<file path="src/rtl/fpu_pipe_pkg.sv">
// Shared types and helpers for the float result pipeline: op-kind encoding,
// per-stage control entry and the kind-to-latency lookup.
package fpu_pipe_pkg;

    localparam int unsigned KIND_W = 2;

    typedef enum logic [KIND_W-1:0] {
        KIND_CVT  = 2'd0,
        KIND_LOAD = 2'd1,
        KIND_ADSB = 2'd2,
        KIND_MUL  = 2'd3
    } kind_e;

    // Control half of a stage entry; rd and data are sized by the instantiating module.
    typedef struct packed {
        logic  valid;
        logic  we;
        kind_e kind;
    } stage_ctrl_t;

    // Stage at which a unit's result appears, for the configured latencies.
    function automatic int unsigned kind_lat(
        input kind_e       kind,
        input int unsigned lat_cvt,
        input int unsigned lat_load,
        input int unsigned lat_adsb,
        input int unsigned lat_mul
    );
        int unsigned lat;
        lat = lat_cvt;
        case (kind)
            KIND_CVT:  lat = lat_cvt;
            KIND_LOAD: lat = lat_load;
            KIND_ADSB: lat = lat_adsb;
            KIND_MUL:  lat = lat_mul;
        endcase
        return lat;
    endfunction

endpackage

</file>
<file path="src/rtl/fpu_pipe_stage.sv">
// One result-pipeline stage: holds the entry and merges the unit result
// into the outgoing data when this stage is the op's result latency.
module fpu_pipe_stage
    import fpu_pipe_pkg::*;
#(
    parameter int unsigned DATA_W   = 32,
    parameter int unsigned RAG_AW   = 5,
    parameter int unsigned STAGE    = 1,
    parameter int unsigned LAT_CVT  = 1,
    parameter int unsigned LAT_LOAD = 2,
    parameter int unsigned LAT_ADSB = 3,
    parameter int unsigned LAT_MUL  = 5
) (
    input  logic              clk,
    input  logic              rst_n,
    input  stage_ctrl_t       in_ctrl,
    input  logic [RAG_AW-1:0] in_rd,
    input  logic [DATA_W-1:0] in_data,
    input  logic [DATA_W-1:0] cvt_data,
    input  logic [DATA_W-1:0] load_data,
    input  logic [DATA_W-1:0] adsb_data,
    input  logic [DATA_W-1:0] mul_data,
    output stage_ctrl_t       ctrl,
    output logic [RAG_AW-1:0] rd,
    output logic [DATA_W-1:0] eff_c
);

    logic [DATA_W-1:0] data_q;
    logic [DATA_W-1:0] unit_c;

    // Stage register; reset discards whatever op was in flight here.
    always_ff @(posedge clk or negedge rst_n) begin
        if (!rst_n) begin
            ctrl   <= '0;
            rd     <= '0;
            data_q <= '0;
        end else begin
            ctrl   <= in_ctrl;
            rd     <= in_rd;
            data_q <= in_data;
        end
    end

    // Effective data: live unit output at the op's latency, stored data otherwise.
    always_comb begin
        unit_c = cvt_data;
        case (ctrl.kind)
            KIND_CVT:  unit_c = cvt_data;
            KIND_LOAD: unit_c = load_data;
            KIND_ADSB: unit_c = adsb_data;
            KIND_MUL:  unit_c = mul_data;
        endcase
        eff_c = (kind_lat(ctrl.kind, LAT_CVT, LAT_LOAD, LAT_ADSB, LAT_MUL) == STAGE)
              ? unit_c : data_q;
    end

endmodule

</file>
<file path="src/rtl/fpu_result_pipe.sv">
// Float writeback pipeline: tracks issued ops through DEPTH stages, merges unit
// results at their latencies, writes back in order at stage DEPTH and raises a
// RAW issue stall. Optional result forwarding: define FPU_RESULT_FWD_EN.
module fpu_result_pipe
    import fpu_pipe_pkg::*;
#(
    parameter int unsigned DATA_W   = 32,
    parameter int unsigned RAG_AW   = 5,
    parameter int unsigned DEPTH    = 5,
    parameter int unsigned LAT_CVT  = 1,
    parameter int unsigned LAT_LOAD = 2,
    parameter int unsigned LAT_ADSB = 3,
    parameter int unsigned LAT_MUL  = 5
) (
    input  logic              clk,
    input  logic              rst_n,
    input  logic              issue_valid,
    input  logic              issue_we,
    input  logic [1:0]        issue_kind,
    input  logic [RAG_AW-1:0] issue_rd,
    input  logic [RAG_AW-1:0] rs1_addr,
    input  logic [RAG_AW-1:0] rs2_addr,
    input  logic              rs1_used,
    input  logic              rs2_used,
    output logic              issue_stall,
    input  logic [DATA_W-1:0] cvt_data,
    input  logic [DATA_W-1:0] load_data,
    input  logic [DATA_W-1:0] adsb_data,
    input  logic [DATA_W-1:0] mul_data,
    output logic              wb_en,
    output logic [RAG_AW-1:0] wb_rd,
    output logic [DATA_W-1:0] wb_data,
    output logic              fwd1_en,
    output logic              fwd2_en,
    output logic [DATA_W-1:0] fwd1_data,
    output logic [DATA_W-1:0] fwd2_data
);

    // Parameter legality, rejected at elaboration.
    if (DEPTH < 2) begin : g_bad_depth
        $error("fpu_result_pipe: DEPTH must be >= 2");
    end
    if (LAT_CVT < 1 || LAT_CVT > DEPTH) begin : g_bad_cvt
        $error("fpu_result_pipe: LAT_CVT out of 1..DEPTH");
    end
    if (LAT_LOAD < 1 || LAT_LOAD > DEPTH) begin : g_bad_load
        $error("fpu_result_pipe: LAT_LOAD out of 1..DEPTH");
    end
    if (LAT_ADSB < 1 || LAT_ADSB > DEPTH) begin : g_bad_adsb
        $error("fpu_result_pipe: LAT_ADSB out of 1..DEPTH");
    end
    if (LAT_MUL < 1 || LAT_MUL > DEPTH) begin : g_bad_mul
        $error("fpu_result_pipe: LAT_MUL out of 1..DEPTH");
    end

    stage_ctrl_t       ctrl [1:DEPTH];
    logic [RAG_AW-1:0] rd   [1:DEPTH];
    logic [DATA_W-1:0] eff  [1:DEPTH];

    stage_ctrl_t       head_ctrl;
    logic [RAG_AW-1:0] head_rd;
    logic [DEPTH:1]    hit1;
    logic [DEPTH:1]    hit2;
    logic              stall_c;

    // Stage 1 takes the accepted op, otherwise a bubble.
    always_comb begin
        head_ctrl = '0;
        head_rd   = '0;
        if (issue_valid && !stall_c) begin
            head_ctrl.valid = 1'b1;
            head_ctrl.we    = issue_we;
            head_ctrl.kind  = kind_e'(issue_kind);
            head_rd         = issue_rd;
        end
    end

    for (genvar s = 1; s <= DEPTH; s++) begin : g_stage
        stage_ctrl_t       src_ctrl;
        logic [RAG_AW-1:0] src_rd;
        logic [DATA_W-1:0] src_data;

        if (s == 1) begin : g_head
            assign src_ctrl = head_ctrl;
            assign src_rd   = head_rd;
            assign src_data = '0;
        end else begin : g_body
            assign src_ctrl = ctrl[s-1];
            assign src_rd   = rd[s-1];
            assign src_data = eff[s-1];
        end

        fpu_pipe_stage #(
            .DATA_W  (DATA_W),
            .RAG_AW  (RAG_AW),
            .STAGE   (s),
            .LAT_CVT (LAT_CVT),
            .LAT_LOAD(LAT_LOAD),
            .LAT_ADSB(LAT_ADSB),
            .LAT_MUL (LAT_MUL)
        ) u_stage (
            .clk      (clk),
            .rst_n    (rst_n),
            .in_ctrl  (src_ctrl),
            .in_rd    (src_rd),
            .in_data  (src_data),
            .cvt_data (cvt_data),
            .load_data(load_data),
            .adsb_data(adsb_data),
            .mul_data (mul_data),
            .ctrl     (ctrl[s]),
            .rd       (rd[s]),
            .eff_c    (eff[s])
        );
    end

    // Scoreboard: which in-flight writers each source depends on.
    always_comb begin
        hit1 = '0;
        hit2 = '0;
        for (int s = 1; s <= DEPTH; s++) begin
            hit1[s] = rs1_used && ctrl[s].valid && ctrl[s].we && (rd[s] == rs1_addr);
            hit2[s] = rs2_used && ctrl[s].valid && ctrl[s].we && (rd[s] == rs2_addr);
        end
    end

`ifdef FPU_RESULT_FWD_EN
    logic [DEPTH:1]    ready;
    logic              ok1;
    logic              ok2;
    logic [DATA_W-1:0] val1;
    logic [DATA_W-1:0] val2;

    // Youngest matching stage decides: forward if its result exists, else stall.
    always_comb begin
        ready = '0;
        ok1   = 1'b0;
        ok2   = 1'b0;
        val1  = '0;
        val2  = '0;
        for (int s = 1; s <= DEPTH; s++) begin
            ready[s] = kind_lat(ctrl[s].kind, LAT_CVT, LAT_LOAD, LAT_ADSB, LAT_MUL)
                       <= unsigned'(s);
        end
        for (int s = DEPTH; s >= 1; s--) begin
            if (hit1[s]) begin
                ok1  = ready[s];
                val1 = eff[s];
            end
            if (hit2[s]) begin
                ok2  = ready[s];
                val2 = eff[s];
            end
        end
        stall_c   = issue_valid && (((|hit1) && !ok1) || ((|hit2) && !ok2));
        fwd1_en   = issue_valid && (|hit1) && ok1;
        fwd2_en   = issue_valid && (|hit2) && ok2;
        fwd1_data = fwd1_en ? val1 : '0;
        fwd2_data = fwd2_en ? val2 : '0;
    end
`else
    // No forwarding: any pending writer of a used source blocks issue.
    always_comb begin
        stall_c   = issue_valid && ((|hit1) || (|hit2));
        fwd1_en   = 1'b0;
        fwd2_en   = 1'b0;
        fwd1_data = '0;
        fwd2_data = '0;
    end
`endif

    assign issue_stall = stall_c;

    // In-order register-file write from the last stage.
    assign wb_en   = ctrl[DEPTH].valid && ctrl[DEPTH].we;
    assign wb_rd   = rd[DEPTH];
    assign wb_data = eff[DEPTH];

endmodule

</file>
<file path="config.mk">
export PLATFORM = sky130hd
export DESIGN_NAME = fpu_result_pipe
export DESIGN_NICKNAME = d
export VERILOG_FILES = /design/src/rtl/fpu_pipe_pkg.sv /design/src/rtl/fpu_pipe_stage.sv /design/src/rtl/fpu_result_pipe.sv
export SDC_FILE = /design/constraint.sdc
export NUM_CORES = 1
export LEC_CHECK = 0
export ABC_AREA = 1
export CAP_MARGIN = 20
export CELL_PAD_IN_SITES_DETAIL_PLACEMENT = 2
export CELL_PAD_IN_SITES_GLOBAL_PLACEMENT = 2
export CORE_UTILIZATION = 30
export CTS_CLUSTER_DIAMETER = 100
export DETAILED_ROUTE_END_ITERATION = 8
export GPL_TIMING_DRIVEN = 0
export PLACE_DENSITY_LB_ADDON = 0.25
export SLEW_MARGIN = 20
export SYNTH_ARGS = -nofsm -noshare
export SYNTH_HDL_FRONTEND = slang
export SYNTH_SLANG_ARGS = --single-unit
export TNS_END_PERCENT = 30
</file>
<file path="constraint.sdc">
create_clock -name clk -period 3.85 [get_ports clk]
set_input_delay 0.9625 -clock clk [delete_from_list [all_inputs] [get_ports clk]]
set_output_delay 0.9625 -clock clk [all_outputs]
set_load 0.03 [all_outputs]
</file>
Word-level counts from Yosys, hierarchy flattened
Index checks and enable logic that the tools add are counted.
{"block": "totals", "ff_bits": 173, "out_inout_bits": 105, "elab_cells": 113}
{"block": "op_classes", "n_eq_ne": 30, "n_mux": 17, "n_reduce_logical": 42}
{"op": "case mux 32 bit (4 select lines)", "count": 10}
{"op": "two-way mux 32 bit", "count": 5}
{"op": "equality test 32 x 2 -> 1 bit (second input constant)", "count": 2}
{"op": "equality test 32 x 3 -> 1 bit (second input constant)", "count": 2}
{"op": "equality test 5 bit", "count": 10}
{"op": "logical AND 1 bit", "count": 33}
{"op": "equality test 32 x 1 -> 1 bit (second input constant)", "count": 1}
{"op": "equality test 2 bit (second input constant)", "count": 10}
{"op": "equality test 2 x 1 -> 1 bit (second input constant)", "count": 5}
{"op": "logical NOT 2 bit", "count": 5}
{"op": "OR reduction 5 bit", "count": 2}
{"op": "two-way mux 5 bit", "count": 1}
{"op": "two-way mux 4 bit", "count": 1}
{"op": "logical NOT 1 bit", "count": 1}
{"op": "logical OR 1 bit", "count": 1}

Depth between registers and ports, before layout
{"block": "depth", "depth_word": 9, "depth_mapped": 11, "depth_no_buf": 10}

By module
Synthesis repeated with hierarchy kept, for this count alone.
{"block": "hier_totals", "cells_unflattened": 1301, "area_unflattened_um2": 10402.5}
{"module": "fpu_pipe_stage at g_stage[2].u_stage ...", "instances": 2, "cells_per_inst": 149, "area_each_um2": 1595.3, "seq_area_each_um2": 1026.0}
{"module": "fpu_pipe_stage at g_stage[4].u_stage", "instances": 1, "cells_per_inst": 426, "area_each_um2": 2607.5, "seq_area_each_um2": 1026.0}
{"module": "fpu_pipe_stage at g_stage[5].u_stage", "instances": 1, "cells_per_inst": 149, "area_each_um2": 1592.8, "seq_area_each_um2": 1026.0}
{"module": "fpu_result_pipe", "instances": 1, "cells_per_inst": 281, "area_each_um2": 1510.2, "seq_area_each_um2": 0.0}
{"module": "fpu_pipe_stage at g_stage[1].u_stage", "instances": 1, "cells_per_inst": 147, "area_each_um2": 1501.4, "seq_area_each_um2": 1026.0}

Least setup slack after synthesis
Ideal clock, no wire load.
{"block": "synth_path", "kind": "input to output", "from": "in rs1_addr[4]", "to": "out issue_stall", "t_arrival_ns": 1.862, "path_slack_ns": 1.025, "stages": 11, "n_path_buf": 1, "path_cell_list": "clkbuf_2 > inv_1 > nand2_1 > nand2_1 > nor2_1 > nand3_1 > nand2_1 > nor2_4 > nand3_1 > nand2_1 > inv_1"}
{"block": "synth_between", "elab_chain_len": 5}
{"item": "start: declaration", "line_no": "fpu_result_pipe.sv:21", "text": "input logic [RAG_AW-1:0] rs1_addr,"}
{"item": "equality test 5 bit", "line_no": "fpu_result_pipe.sv:122", "text": "hit1[s] = rs1_used && ctrl[s].valid && ctrl[s].we && (rd[s] == rs1_addr);"}
{"item": "logical AND 1 bit", "line_no": "fpu_result_pipe.sv:122"}
{"item": "OR reduction 5 bit (*)", "line_no": "fpu_result_pipe.sv:164", "text": "stall_c = issue_valid && ((|hit1) || (|hit2));"}
{"item": "logical OR 1 bit (*)", "line_no": "fpu_result_pipe.sv:164"}
{"item": "logical AND 1 bit (*)", "line_no": "fpu_result_pipe.sv:164"}
{"item": "end: declaration", "line_no": "fpu_result_pipe.sv:25", "text": "output logic issue_stall,"}
Every way passes the cells marked *; elsewhere a longest branch is shown, timed or not.

Worst setup path after layout
{"block": "layout_path", "from": "in rs2_addr[1]", "to": "out issue_stall"}
{"block": "layout_between", "elab_chain_len": 5}
{"item": "start: declaration", "line_no": "fpu_result_pipe.sv:22", "text": "input logic [RAG_AW-1:0] rs2_addr,"}
{"item": "equality test 5 bit", "line_no": "fpu_result_pipe.sv:123", "text": "hit2[s] = rs2_used && ctrl[s].valid && ctrl[s].we && (rd[s] == rs2_addr);"}
{"item": "logical AND 1 bit", "line_no": "fpu_result_pipe.sv:123"}
{"item": "OR reduction 5 bit (*)", "line_no": "fpu_result_pipe.sv:164"}
{"item": "logical OR 1 bit (*)", "line_no": "fpu_result_pipe.sv:164"}
{"item": "logical AND 1 bit (*)", "line_no": "fpu_result_pipe.sv:164"}
Marks and branches as above.

==> results.cfg <==
[grt]
grt_pass1_vias = 7685
gr-total-overflow = 0
grt_pass1_wl_mm = 43.4
antenna_found_initial = 1
grt_max_degree = 90
grt_usage = 0.200

[yosys]
ys_ff_latch = 173
seq_area_frac_synth = 0.510
synth_cell_types = 20
ys_warn_count = 0
synth-compound-area-share = 0.0264
yosys.area_share.simple = 0.193
yosys.area.top_type = dfrtp_1
synth_top_family_by_area = simple AND/OR/NAND/NOR gates
synthArstFlopShare = 1.00
syn_area_per_cell_um2 = 9.15
synth-edff-count = 0
synth_area_leaders = dfrtp_1 51%, mux2_2 13%, nand2_1 11%
synth_flop_cell = dfrtp_1
netlist_area_um2 = 8490
yosys.area.top_type_share = 0.510
synthAdderAreaFrac = 0.00590
synthMuxAreaShare = 0.127
syn_inst = 928
synth_xor_area_frac = 0.0217

[critical_path]
cp_common_cell = nand2_1
crit_type = in2out
required_ps = 2890
critical-path-max-stage-delay_ps = 620
crit_path_cell_trace = clkdlybuf4s50_1 -> inv_1 -> nand2_1 -> nand2_1 -> nor2_1 -> nand3_1 -> nand2_1 -> nor2_2 -> nand3_1 -> nand2_1 -> inv_1 -> clkbuf_2
cp_slowest_cell = clkdlybuf4s50_1
cp_max_fo = 6
start_kind = input pin
reg2regPathDepth = 7
crit_path_end_kind = primary output
cp.arrival_ps = 2660

[power_and_ir_drop]
clkPwrFrac = 0.374
share_seq_of_total_power = 0.419
power_w = 0.00487
powerDensity_nw_per_um2 = 417
p_int_w = 0.00344
pwr-share-comb = 0.206
ir_worst_vdd_mv = 0.212
swShare = 0.293
switchingPower_w = 0.00142
power.leakage_nw = 5.75

[job]
max-cap-violations = 0

[place]
place_hpwl_mm = 20.1
place_inst = 1555
portBuffers = 183
place.gp.congestion = 0.774

[timing]
final-setup-viol-count = 0
skew_ps = 23.8
max_freq_mhz = 276
relSlewSlack = 0.490
drv_slew = 0
rsz0062_at_grt = false
period_needed_ps = 3620
setup-tns-final_ps = 0
hold_viol = 0
worst_slew_pin_slew_ps = 764
post-route-period-util = 0.942
fin_hold_ws_ps = 370

[cts]
cts_sinks = 173
cts.htree.levels = 4
clk_latency_ps = 440
clkSlewWorstSetupHoldPaths_ps = 70
clockRootBuffer = clkbuf_16
numCtsBuffers = 17
clock_path_buffers = 2
cts_tree = built
post_cts_buffers = 0

[status]
status = finished, final reports clean

[routing]
num_vias = 7064
wl_per_cell_um = 17.7
wl_mm = 28.1
drtAntennaViolNets = 0
drt_iter0_markers = 194
via_per_inst = 4.45
post-route-drc-count = 0
drtPass1Iterations = 4

[die]
core_area_um2 = 27800
die_w_um = 170
initial_core_util = 0.306
ios = 256
die_h_um = 170
rows = 61
dieArea_um2 = 29000

[finish]
layout_common_cells = 254 x nand2_1, 180 x clkdlybuf4s50_1, 173 x dfrtp_1
final_common_cell = nand2_1
fin_nets = 1351
drive_gt1_frac = 0.186
areaGrowthSynthToFinish_pct = 37.5
fin_cells = 1587

[min_path]
min_path_type = reg2reg
hold_depth = 0
worst max-delay path: cells and delay by family:
| family | cells | cell delay, ps |
|---|---|---|
| and+or+nand+nor | 8 | 680 |
| buffers and inverters | 4 | 1000 |
final cells by class:
cell class	instances	area, um^2
diodes	1	2.50
plain buffers	109	688
clock buffers	19	453
clock inverters	12	153
fillers	3144	16100
inverters	78	293
multi-input cells	633	3420
flip-flops and latches	173	4330
well taps	378	473
repair buffers	184	1860
path summary, 6_finish.rpt:
| check | start | end | slack, ps |
|---|---|---|---|
| worst max-delay path | rs2_addr[1] | issue_stall | 230 |
| worst min-delay path | g_stage[3].u_stage.ctrl[1] | g_stage[4].u_stage.ctrl[1] | 370 |
| worst max register to register | g_stage[4].u_stage.ctrl[0] | g_stage[5].u_stage.data_q[30] | 1810 |
| worst min register to register | g_stage[3].u_stage.ctrl[1] | g_stage[4].u_stage.ctrl[1] | 370 |
| max in group asynchronous | rst_n | g_stage[4].u_stage.data_q[30] | 2430 |
| min in group asynchronous | rst_n | g_stage[4].u_stage.data_q[19] | 530 |
stage by stage:
stage               setup WS [ps]   util  cell area [um^2]
finish                        225  0.420             11700
global route                 45.3  0.420             11700
CTS                          5.78  0.420             11700
detailed placement           -353  0.398             11100
global placement            -5820  0.397             11000
floorplan                    1030      -              8730
sequential cells by signal (all words and copies together), names as in the netlist:
signal,flops
g_stage.u_stage.data_q,128
g_stage.u_stage.rd,25
g_stage.u_stage.ctrl,20
Yosys cell counts (2+ instances only):
library cell / n
a31oi_1: 32
ha_1: 4
nor2_2: 2
mux2_2: 96
buf_2: 19
a21oi_1: 3
clkbuf_2: 3
clkbuf_1: 20
nor2_1: 99
nand3_1: 52
buf_4: 67
nand2_1: 254
dfrtp_1: 173
xor2_1: 21
inv_1: 78
per-layer routing:
metal,vias to the layer above,wire length [um],GRT usage
met3,25,1190,0.0330
met4,0,366,0.0529
met5,-,0,0
met1,3555,12200,0.248
li1,3319,-,-
met2,165,14300,0.356
cell families (layout without fill, tap and decap cells):
| kind of cell | Yosys count | in the layout |
|---|---|---|
| AO/OA/AOI/OAI | 36 | 36 |
| XOR/XNOR | 21 | 21 |
| adder cells (fa/ha/maj) | 4 | 4 |
| buffers and inverters | 187 | 402 |
| flip-flops | 173 | 173 |
| multiplexers | 96 | 96 |
| other | 1 | 67 |
| AND/OR/NAND/NOR | 410 | 410 |
power by group through the flow:
stage	logic, W	clock network (W)	registers [W]
4_1_cts	0.00102	0.00188	0.00204
5_1_grt	0.00109	0.00194	0.00206
2_1_floorplan	0.000574	0	0.00206
6_report	0.00100	0.00182	0.00204
3_5_place_dp	0.00101	0	0.00208
3_3_place_gp	0.000989	0	0.00207
what timing repair did:
action,in CTS,in global routing
hold buffers,0,0
resized for setup,3,1
setup endpoints to repair,1,1
(Power assumes the default switching activity.)
